**config.mk**
```make
export PLATFORM = sky130hd
export DESIGN_NAME = alarm_ctrl
export DESIGN_NICKNAME = d
export VERILOG_FILES = /design/src/rtl/alarm_ctrl.sv
export SDC_FILE = /design/constraint.sdc
export NUM_CORES = 1
export LEC_CHECK = 0
export ABC_CLOCK_PERIOD_IN_PS = 6000
export CAP_MARGIN = 10
export CORE_ASPECT_RATIO = 1.4
export CORE_MARGIN = 5
export CORE_UTILIZATION = 52
export DETAILED_ROUTE_END_ITERATION = 6
export PLACE_DENSITY = 0.86
export SLEW_MARGIN = 20
export SYNTH_ARGS = -nofsm -noshare
export SYNTH_HDL_FRONTEND = slang
export SYNTH_SLANG_ARGS = --single-unit
```
**constraint.sdc**
```tcl
create_clock -name clk -period 6 [get_ports clk]
set_clock_uncertainty 0.1 [all_clocks]
set_input_delay 1.2 -clock clk [delete_from_list [all_inputs] [get_ports clk]]
set_output_delay 1.2 -clock clk [all_outputs]
set_load 0.05 [all_outputs]
```
**src/rtl/alarm_ctrl.sv**
```systemverilog
// ---------------------------------------------------------------------------
// alarm_ctrl: alarm-clock controller (set / ring / snooze), registered outputs.
// Optional SNOOZE state built when ALARM_SNOOZE_EN is defined.  Rev 1.0
// ---------------------------------------------------------------------------
`default_nettype none

module alarm_ctrl #(
  parameter int RING_TICKS   = 600,
  parameter int SNOOZE_TICKS = 3000,
  parameter int BLINK_TICKS  = 5
) (
  input  logic        clk,
  input  logic        rst,
  input  logic        tick,
  input  logic [23:0] time_bcd,
  input  logic        alarm_en,
  input  logic        btn_set,
  input  logic        btn_hr,
  input  logic        btn_min,
  input  logic        btn_snooze,
  input  logic        btn_off,
  output logic [15:0] alarm_bcd,
  output logic        ringing,
  output logic        buzz,
  output logic [31:0] disp_hexs
);

  localparam int RW = $clog2(RING_TICKS + 1);
  localparam int BW = $clog2(BLINK_TICKS + 1);
  localparam logic [RW-1:0] RING_LAST  = RW'(RING_TICKS - 1);
  localparam logic [RW-1:0] RING_FULL  = RW'(RING_TICKS);
  localparam logic [BW-1:0] BLINK_LAST = BW'(BLINK_TICKS - 1);

`ifdef ALARM_SNOOZE_EN
  typedef enum logic [1:0] {IDLE = 2'd0, SET = 2'd1, RING = 2'd2, SNOOZE = 2'd3} state_e;
  localparam int SW = $clog2(SNOOZE_TICKS + 1);
  localparam logic [SW-1:0] SNZ_LAST = SW'(SNOOZE_TICKS - 1);
  localparam logic [SW-1:0] SNZ_FULL = SW'(SNOOZE_TICKS);
  logic [SW-1:0] snz_cnt_q, snz_cnt_d;
`else
  typedef enum logic [1:0] {IDLE = 2'd0, SET = 2'd1, RING = 2'd2} state_e;
  logic unused_snooze;
  assign unused_snooze = btn_snooze;
`endif

  state_e        state_q, state_d;
  logic [15:0]   alarm_q, alarm_d;
  logic          fired_q, fired_d;
  logic [RW-1:0] ring_cnt_q, ring_cnt_d;
  logic [BW-1:0] blink_cnt_q, blink_cnt_d;
  logic          buzz_q, buzz_d;
  logic          ringing_q, ringing_d;
  logic [31:0]   disp_q, disp_d;
  logic          match;
  logic [7:0]    hr_inc, min_inc;

  assign match = alarm_en & (time_bcd[23:8] == alarm_q) & (time_bcd[7:0] == 8'h00) & ~fired_q;

  // BCD increments; minutes wrap without carrying into hours
  always_comb begin
    hr_inc = {alarm_q[15:12], alarm_q[11:8] + 4'd1};
    if (alarm_q[15:8] == 8'h23)      hr_inc = 8'h00;
    else if (alarm_q[11:8] == 4'd9)  hr_inc = {alarm_q[15:12] + 4'd1, 4'd0};
    min_inc = {alarm_q[7:4], alarm_q[3:0] + 4'd1};
    if (alarm_q[3:0] == 4'd9)
      min_inc = {(alarm_q[7:4] == 4'd5) ? 4'd0 : alarm_q[7:4] + 4'd1, 4'd0};
  end

  always_comb begin
    state_d     = state_q;
    alarm_d     = alarm_q;
    fired_d     = fired_q;
    ring_cnt_d  = ring_cnt_q;
    blink_cnt_d = blink_cnt_q;
    buzz_d      = buzz_q;
`ifdef ALARM_SNOOZE_EN
    snz_cnt_d   = snz_cnt_q;
`endif
    if (time_bcd[7:0] != 8'h00) fired_d = 1'b0;

    case (state_q)
      IDLE: begin
        if (btn_set) begin
          state_d = SET;
        end else if (match) begin
          state_d     = RING;
          fired_d     = 1'b1;
          ring_cnt_d  = '0;
          blink_cnt_d = '0;
          buzz_d      = 1'b1;
        end
      end
      SET: begin
        if (btn_hr)  alarm_d[15:8] = hr_inc;
        if (btn_min) alarm_d[7:0]  = min_inc;
        if (btn_set) state_d = IDLE;
      end
      RING: begin
        if (btn_off || !alarm_en) begin
          state_d = IDLE;
`ifdef ALARM_SNOOZE_EN
        end else if (btn_snooze) begin
          state_d   = SNOOZE;
          snz_cnt_d = '0;
`endif
        end else if (tick) begin
          if (ring_cnt_q >= RING_LAST) begin
            ring_cnt_d = RING_FULL;
            state_d    = IDLE;
          end else begin
            ring_cnt_d = ring_cnt_q + 1'b1;
          end
          if (blink_cnt_q >= BLINK_LAST) begin
            blink_cnt_d = '0;
            buzz_d      = ~buzz_q;
          end else begin
            blink_cnt_d = blink_cnt_q + 1'b1;
          end
        end
      end
`ifdef ALARM_SNOOZE_EN
      SNOOZE: begin
        if (btn_off || !alarm_en) begin
          state_d = IDLE;
        end else if (tick) begin
          if (snz_cnt_q >= SNZ_LAST) begin
            snz_cnt_d   = SNZ_FULL;
            state_d     = RING;
            ring_cnt_d  = '0;
            blink_cnt_d = '0;
            buzz_d      = 1'b1;
          end else begin
            snz_cnt_d = snz_cnt_q + 1'b1;
          end
        end
      end
`endif
      default: state_d = IDLE;
    endcase

    if (state_d != RING) buzz_d = 1'b0;
    ringing_d = (state_d == RING);
    disp_d    = {2'b00, state_q, 3'b000, alarm_en,
                 (state_q == SET) ? {alarm_q, 8'h00} : time_bcd};
  end

  always_ff @(posedge clk or negedge rst) begin
    if (!rst) begin
      state_q     <= IDLE;
      alarm_q     <= 16'h0700;
      fired_q     <= 1'b0;
      ring_cnt_q  <= '0;
      blink_cnt_q <= '0;
      buzz_q      <= 1'b0;
      ringing_q   <= 1'b0;
      disp_q      <= 32'h0;
`ifdef ALARM_SNOOZE_EN
      snz_cnt_q   <= '0;
`endif
    end else begin
      state_q     <= state_d;
      alarm_q     <= alarm_d;
      fired_q     <= fired_d;
      ring_cnt_q  <= ring_cnt_d;
      blink_cnt_q <= blink_cnt_d;
      buzz_q      <= buzz_d;
      ringing_q   <= ringing_d;
      disp_q      <= disp_d;
`ifdef ALARM_SNOOZE_EN
      snz_cnt_q   <= snz_cnt_d;
`endif
    end
  end

  assign alarm_bcd = alarm_q;
  assign ringing   = ringing_q;
  assign buzz      = buzz_q;
  assign disp_hexs = disp_q;

endmodule

`default_nettype wire

```
Word level (Yosys, flattened, before mapping)
Index checks and enable logic that the tools add are counted.
{"block": "totals", "reg_bits": 61, "latchBits": 0, "ram_bits": 0, "mem_bits_ro": 0, "input_bits": 33, "output_inout_bits": 50, "word_cells": 91, "memories": 0}
{"block": "classes", "addsub": 6, "multipliers": 0, "n_div": 0, "order_cmp": 2, "n_eq_ne": 18, "shift": 0, "mux": 35, "bitwise": 5, "n_reduce_logical": 14}
{"op": "10-bit two-way mux", "n": 5}
{"op": "24-bit two-way mux", "n": 1}
{"op": "10-bit case mux with 2 select lines", "n": 1}
{"op": "4-bit by 1-bit adder with 4-bit output (second input constant)", "n": 4}
{"op": "16-bit == test", "n": 1}
{"op": "8-bit two-way mux", "n": 2}
{"op": "3-bit two-way mux", "n": 5}
{"op": "3-bit inequality test (second input constant)", "n": 5}
{"op": "2-bit two-way mux", "n": 6}
{"op": "10-bit by 1-bit adder with 10-bit output (second input constant)", "n": 1}
{"op": "10-bit >= comparator (second input constant)", "n": 1}
{"op": "1-bit two-way mux", "n": 10}
{"op": "2-bit inequality test (second input constant)", "n": 5}
{"op": "4-bit == test (second input constant)", "n": 2}
{"op": "8-bit by 6-bit == test with 1-bit output (second input constant)", "n": 1}
{"op": "8-bit zero test", "n": 1}
{"op": "4-bit two-way mux", "n": 2}
{"op": "8-bit nonzero test", "n": 1}
{"op": "2-bit case mux with 3 select lines", "n": 1}
{"op": "3-bit case mux with 2 select lines", "n": 1}
{"op": "3-bit AND reduction", "n": 2}
{"op": "6-bit AND reduction", "n": 1}
{"op": "5-bit AND reduction", "n": 1}
{"op": "2-bit == test (second input constant)", "n": 2}
{"op": "13 further kinds", "n": 18}

Depth between registers and ports, before layout
{"block": "logic_depth", "depth_word": 10, "mapped_depth": 7, "depth_no_buf": 7}

Least setup slack after synthesis
No wires, ideal clock.
{"block": "synth_path", "path_type": "input port to flip-flop", "from": "in time_bcd[4]", "to": "reg ring_cnt_q[9]", "setup_time_ns": 0.138, "arrival_time_ns": 2.444, "t_required_ns": 5.762, "setup_slack_ns": 3.318, "path_stages": 5, "n_path_buf": 0, "cell_sequence": "nor4_1 and4b_2 nand4_2 nor4_4 o22ai_1"}
{"block": "synth_via", "elab_chain_cells": 5}
{"element": "from (decl)", "line_no": "15", "text": "input logic [23:0] time_bcd,"}
{"element": "8-bit zero test", "line_no": "57", "text": "assign match = alarm_en & (time_bcd[23:8] == alarm_q) & (time_bcd[7:0] == 8'h00) & ~fired_q;"}
{"element": "1-bit bitwise AND (2 in a row)", "line_no": "57"}
{"element": "2-bit inequality test (no line)"}
{"element": "5-bit AND reduction (no line)"}
{"element": "to (signal assigned)", "line_no": "164", "text": "ring_cnt_q <= ring_cnt_d;"}
{"element": "to (decl)", "line_no": "49", "text": "logic [RW-1:0] ring_cnt_q, ring_cnt_d;"}
No other way between the ends.
A chain may end at the register's enable or synchronous reset.

Final worst setup path
{"block": "layout_path", "from": "in time_bcd[0]", "to": "reg ring_cnt_q[6]"}
Same word-level chain as after synthesis.

==> results_dict.tcl <==
set metrics [dict create \
    status "complete, no violations" \
    p_seq_frac 0.322 \
    final_util 0.722 \
    period_needed_ns 3.17 \
    switching_share 0.443 \
    cts_setup_buffers 0 \
    hp-class "reg -> reg" \
    clkTransAtPathRegs_ns 0.07 \
    crit_slowest_cell "nor4_4" \
    path_cells "clkdlybuf4s50_1, nor4_1, and4b_2, nand4_2, nor4_4, o21ai_1" \
    numCtsBuffers 9 \
    gp_congestion 0.880 \
    grt_overflow 0 \
    max-clock-path-buffers 2 \
    ys_ff_latch 61 \
    wire_per_inst_um 17.1 \
    setup_viol 0 \
    dieArea_um2 7310 \
    antenna_found_initial 0 \
    dp_hpwl_um 5190 \
    drive_gt1_frac 0.127 \
    avgViaCountPerCell 5.61 \
    fmax_mhz 316 \
    p_switching_uw 881 \
    area_delta_synth_final_pct 35.0 \
    slew_headroom 0.498 \
    holdBufCountCts 0 \
    worst-path-max-fanout 9 \
    synthesis.area_um2 2960 \
    clk_latency_ns 0.35 \
    ios 83 \
    drt-total-wl_um 7240 \
    crit_buf_inv 1 \
    whs_ns 0.413 \
    htree_levels 3 \
    grt_max_degree 62 \
    ctsRootBufferMaster "clkbuf_8" \
    grt_pass1_vias 2453 \
    ir_drop_uv 368 \
    nNetsFinal 390 \
    synth_edf_count 0 \
    drt-initial-drc-count 185 \
    worstPathRequired_ns 6.11 \
    die_h_um 99.2 \
    cp-end-kind "register" \
    cp_top_family "simple AND/OR/NAND/NOR gates" \
    synthArstFlopShare 1.00 \
    drc 0 \
    syn_inst 267 \
    rsz0062_at_grt "false" \
    worst-slew-pin-transition_ns 0.752 \
    power_uw 1990 \
    use_met2 0.373 \
    p_clk_frac 0.205 \
    die_x_um 73.7 \
    cts_sinks 61 \
    grtUsageTotal 0.215 \
    placed_area_um2 3770 \
    avgSynthCellArea_um2 11.1 \
    slew_violations 0 \
    met1_usage 0.245 \
    cts_resized 0 \
    fin_setup_tns_ns 0 \
    start_util 0.535 \
    p_int_uw 1110 \
    synth_cell_type_count 50 \
    gr-usage-met3 0.0677 \
    grt_first_pass_wirelength_um 12000 \
    ys_warn_count 0 \
    port_buffers 76 \
    p_per_area_nw_per_um2 498 \
    slowest_delay_ns 0.61 \
    final_area_um2 3990 \
    busiest_layer "met2" \
    antenna_left 0 \
    synth-seq-area-share 0.518 \
    worst-setup-path-type "in -> reg" \
    fin_crit_sh 0.528 \
    worstPathArrival_ns 3.27 \
    startpoint_type "primary input" \
    ys.flop_type "dfrtp_1" \
    first_pass_iters 4 \
    finalHoldViolCount 0 \
    antenna_cells 0 \
    vias 2375 \
    comb_power_share 0.473 \
    rows 32 \
    maxCapViolCount 0 \
    cts_tree "built" \
    core_area_um2 5530 \
    p_leak_uw 0.00172 \
]
## power by group through the flow
| stage | Combinational (uW) | Sequential, uW | Clock (uW) |
|---|---|---|---|
| detailed placement | 946 | 646 | 0 |
| global placement | 927 | 639 | 0 |
| CTS | 950 | 640 | 412 |
| global route | 990 | 659 | 431 |
| finish | 941 | 640 | 407 |
| floorplan | 265 | 1000 | 0 |
## worst min-delay path, stage by stage (launching register included)
cell and delay [ns]:
dfrtp_1 0.35, nand3_1 0.07, nand2_1 0.06
## cells by family after synthesis
| family | Yosys count | share of synthesized area |
|---|---|---|
| xor gates and xnor gates | 23 | 0.0681 |
| muxes | 19 | 0.0719 |
| and+or+nand+nor | 97 | 0.187 |
| other | 1 | 0.00127 |
| DFF | 61 | 0.518 |
| adders and majority gates | 7 | 0.0296 |
| buffers and inverters | 18 | 0.0305 |
| AOI/OAI and AO/OA | 41 | 0.0940 |
## metal layers
layer | routed length (um) | vias up | part of all wire
li1 | - | 1120 | -
met1 | 2570 | 1149 | 0.36
met2 | 4010 | 94 | 0.55
met3 | 514 | 12 | 0.071
met4 | 140 | 0 | 0.019
met5 | 0 | - | 0
## state kept, by name, summed over array words and instances (netlist names)
| register | count |
|---|---|
| buzz | 1 |
| blink_cnt_q | 3 |
| state_q | 2 |
| ring_cnt_q | 10 |
| fired_q | 1 |
| ringing | 1 |
| disp_hexs | 27 |
| alarm_bcd | 16 |
## placed cells by master, fill, tap and decap left out, drive strengths merged, types with 3 or more instances in the layout
master,synthesis,final
nor2,7,7
nor3,8,8
dfrtp,58,58
mux2,18,18
o22ai,3,3
o21ai,13,13
and3,4,4
nand2,22,22
inv,8,8
clkbuf,2,9
conb,1,5
nor4,6,6
a31oi,3,3
or2,3,3
nand4,10,10
clkdlybuf4s50,0,75
nand3,13,13
a21o,5,5
a21oi,5,5
nor2b,13,13
ha,7,7
clkinvlp,0,3
xor2,5,5
dfstp,3,3
xnor2,18,18
buf,8,3
## synth_stat cells, types with 2 or more instances
library cell / count / share of area
nor2_1: 7 / 0.0089
nor3b_1: 2 / 0.0051
inv_1: 8 / 0.010
nor4_1: 5 / 0.011
buf_4: 5 / 0.013
dfrtp_1: 58 / 0.49
o22ai_1: 3 / 0.0063
nor3_1: 8 / 0.014
and3_1: 4 / 0.0085
o21ai_1: 3 / 0.0051
nand3_1: 13 / 0.022
or2_1: 2 / 0.0042
a21oi_1: 5 / 0.0085
mux2_2: 18 / 0.069
a22o_1: 2 / 0.0059
a21o_1: 5 / 0.013
a31oi_1: 3 / 0.0063
clkbuf_1: 2 / 0.0025
o21ai_0: 10 / 0.017
nor2b_1: 13 / 0.028
ha_1: 7 / 0.030
nand2_1: 22 / 0.028
dfstp_2: 3 / 0.027
xnor2_1: 18 / 0.053
nand4_1: 9 / 0.019
nor4b_1: 2 / 0.0059
xor2_1: 5 / 0.015
buf_2: 3 / 0.0051
## per-stage QoR
step | instances | worst slack (ns)
after floorplan | 271 | 3.32
after global placement | 407 | 2.54
after detailed placement | 407 | 2.50
after CTS | 423 | 2.83
after global routing | 423 | 2.63
final | 423 | 2.83
## final timing paths
path | start | to | slack, ns | depth (start not counted)
hold reg to reg | fired_q | fired_q | 0.41 | 2
setup reg to reg | state_q[1] | ring_cnt_q[6] | 3.79 | 5
hold / removal | fired_q | fired_q | 0.41 | 2
max in group asynchronous | rst | disp_hexs[21] | 4.40 | 2
setup / recovery | time_bcd[0] | ring_cnt_q[6] | 2.83 | 6
min in group asynchronous | rst | disp_hexs[3] | 0.90 | 2
## layout make-up
class	count	area, um^2
fillers	419	1530
flip-flops and latches	61	1530
clock inverters	7	100
repair buffers	78	771
clock buffers	9	124
well taps	68	85.1
inverters	8	30.0
multi-input cells	192	1350
No activity file was read; power rests on OpenSTA's default activity.
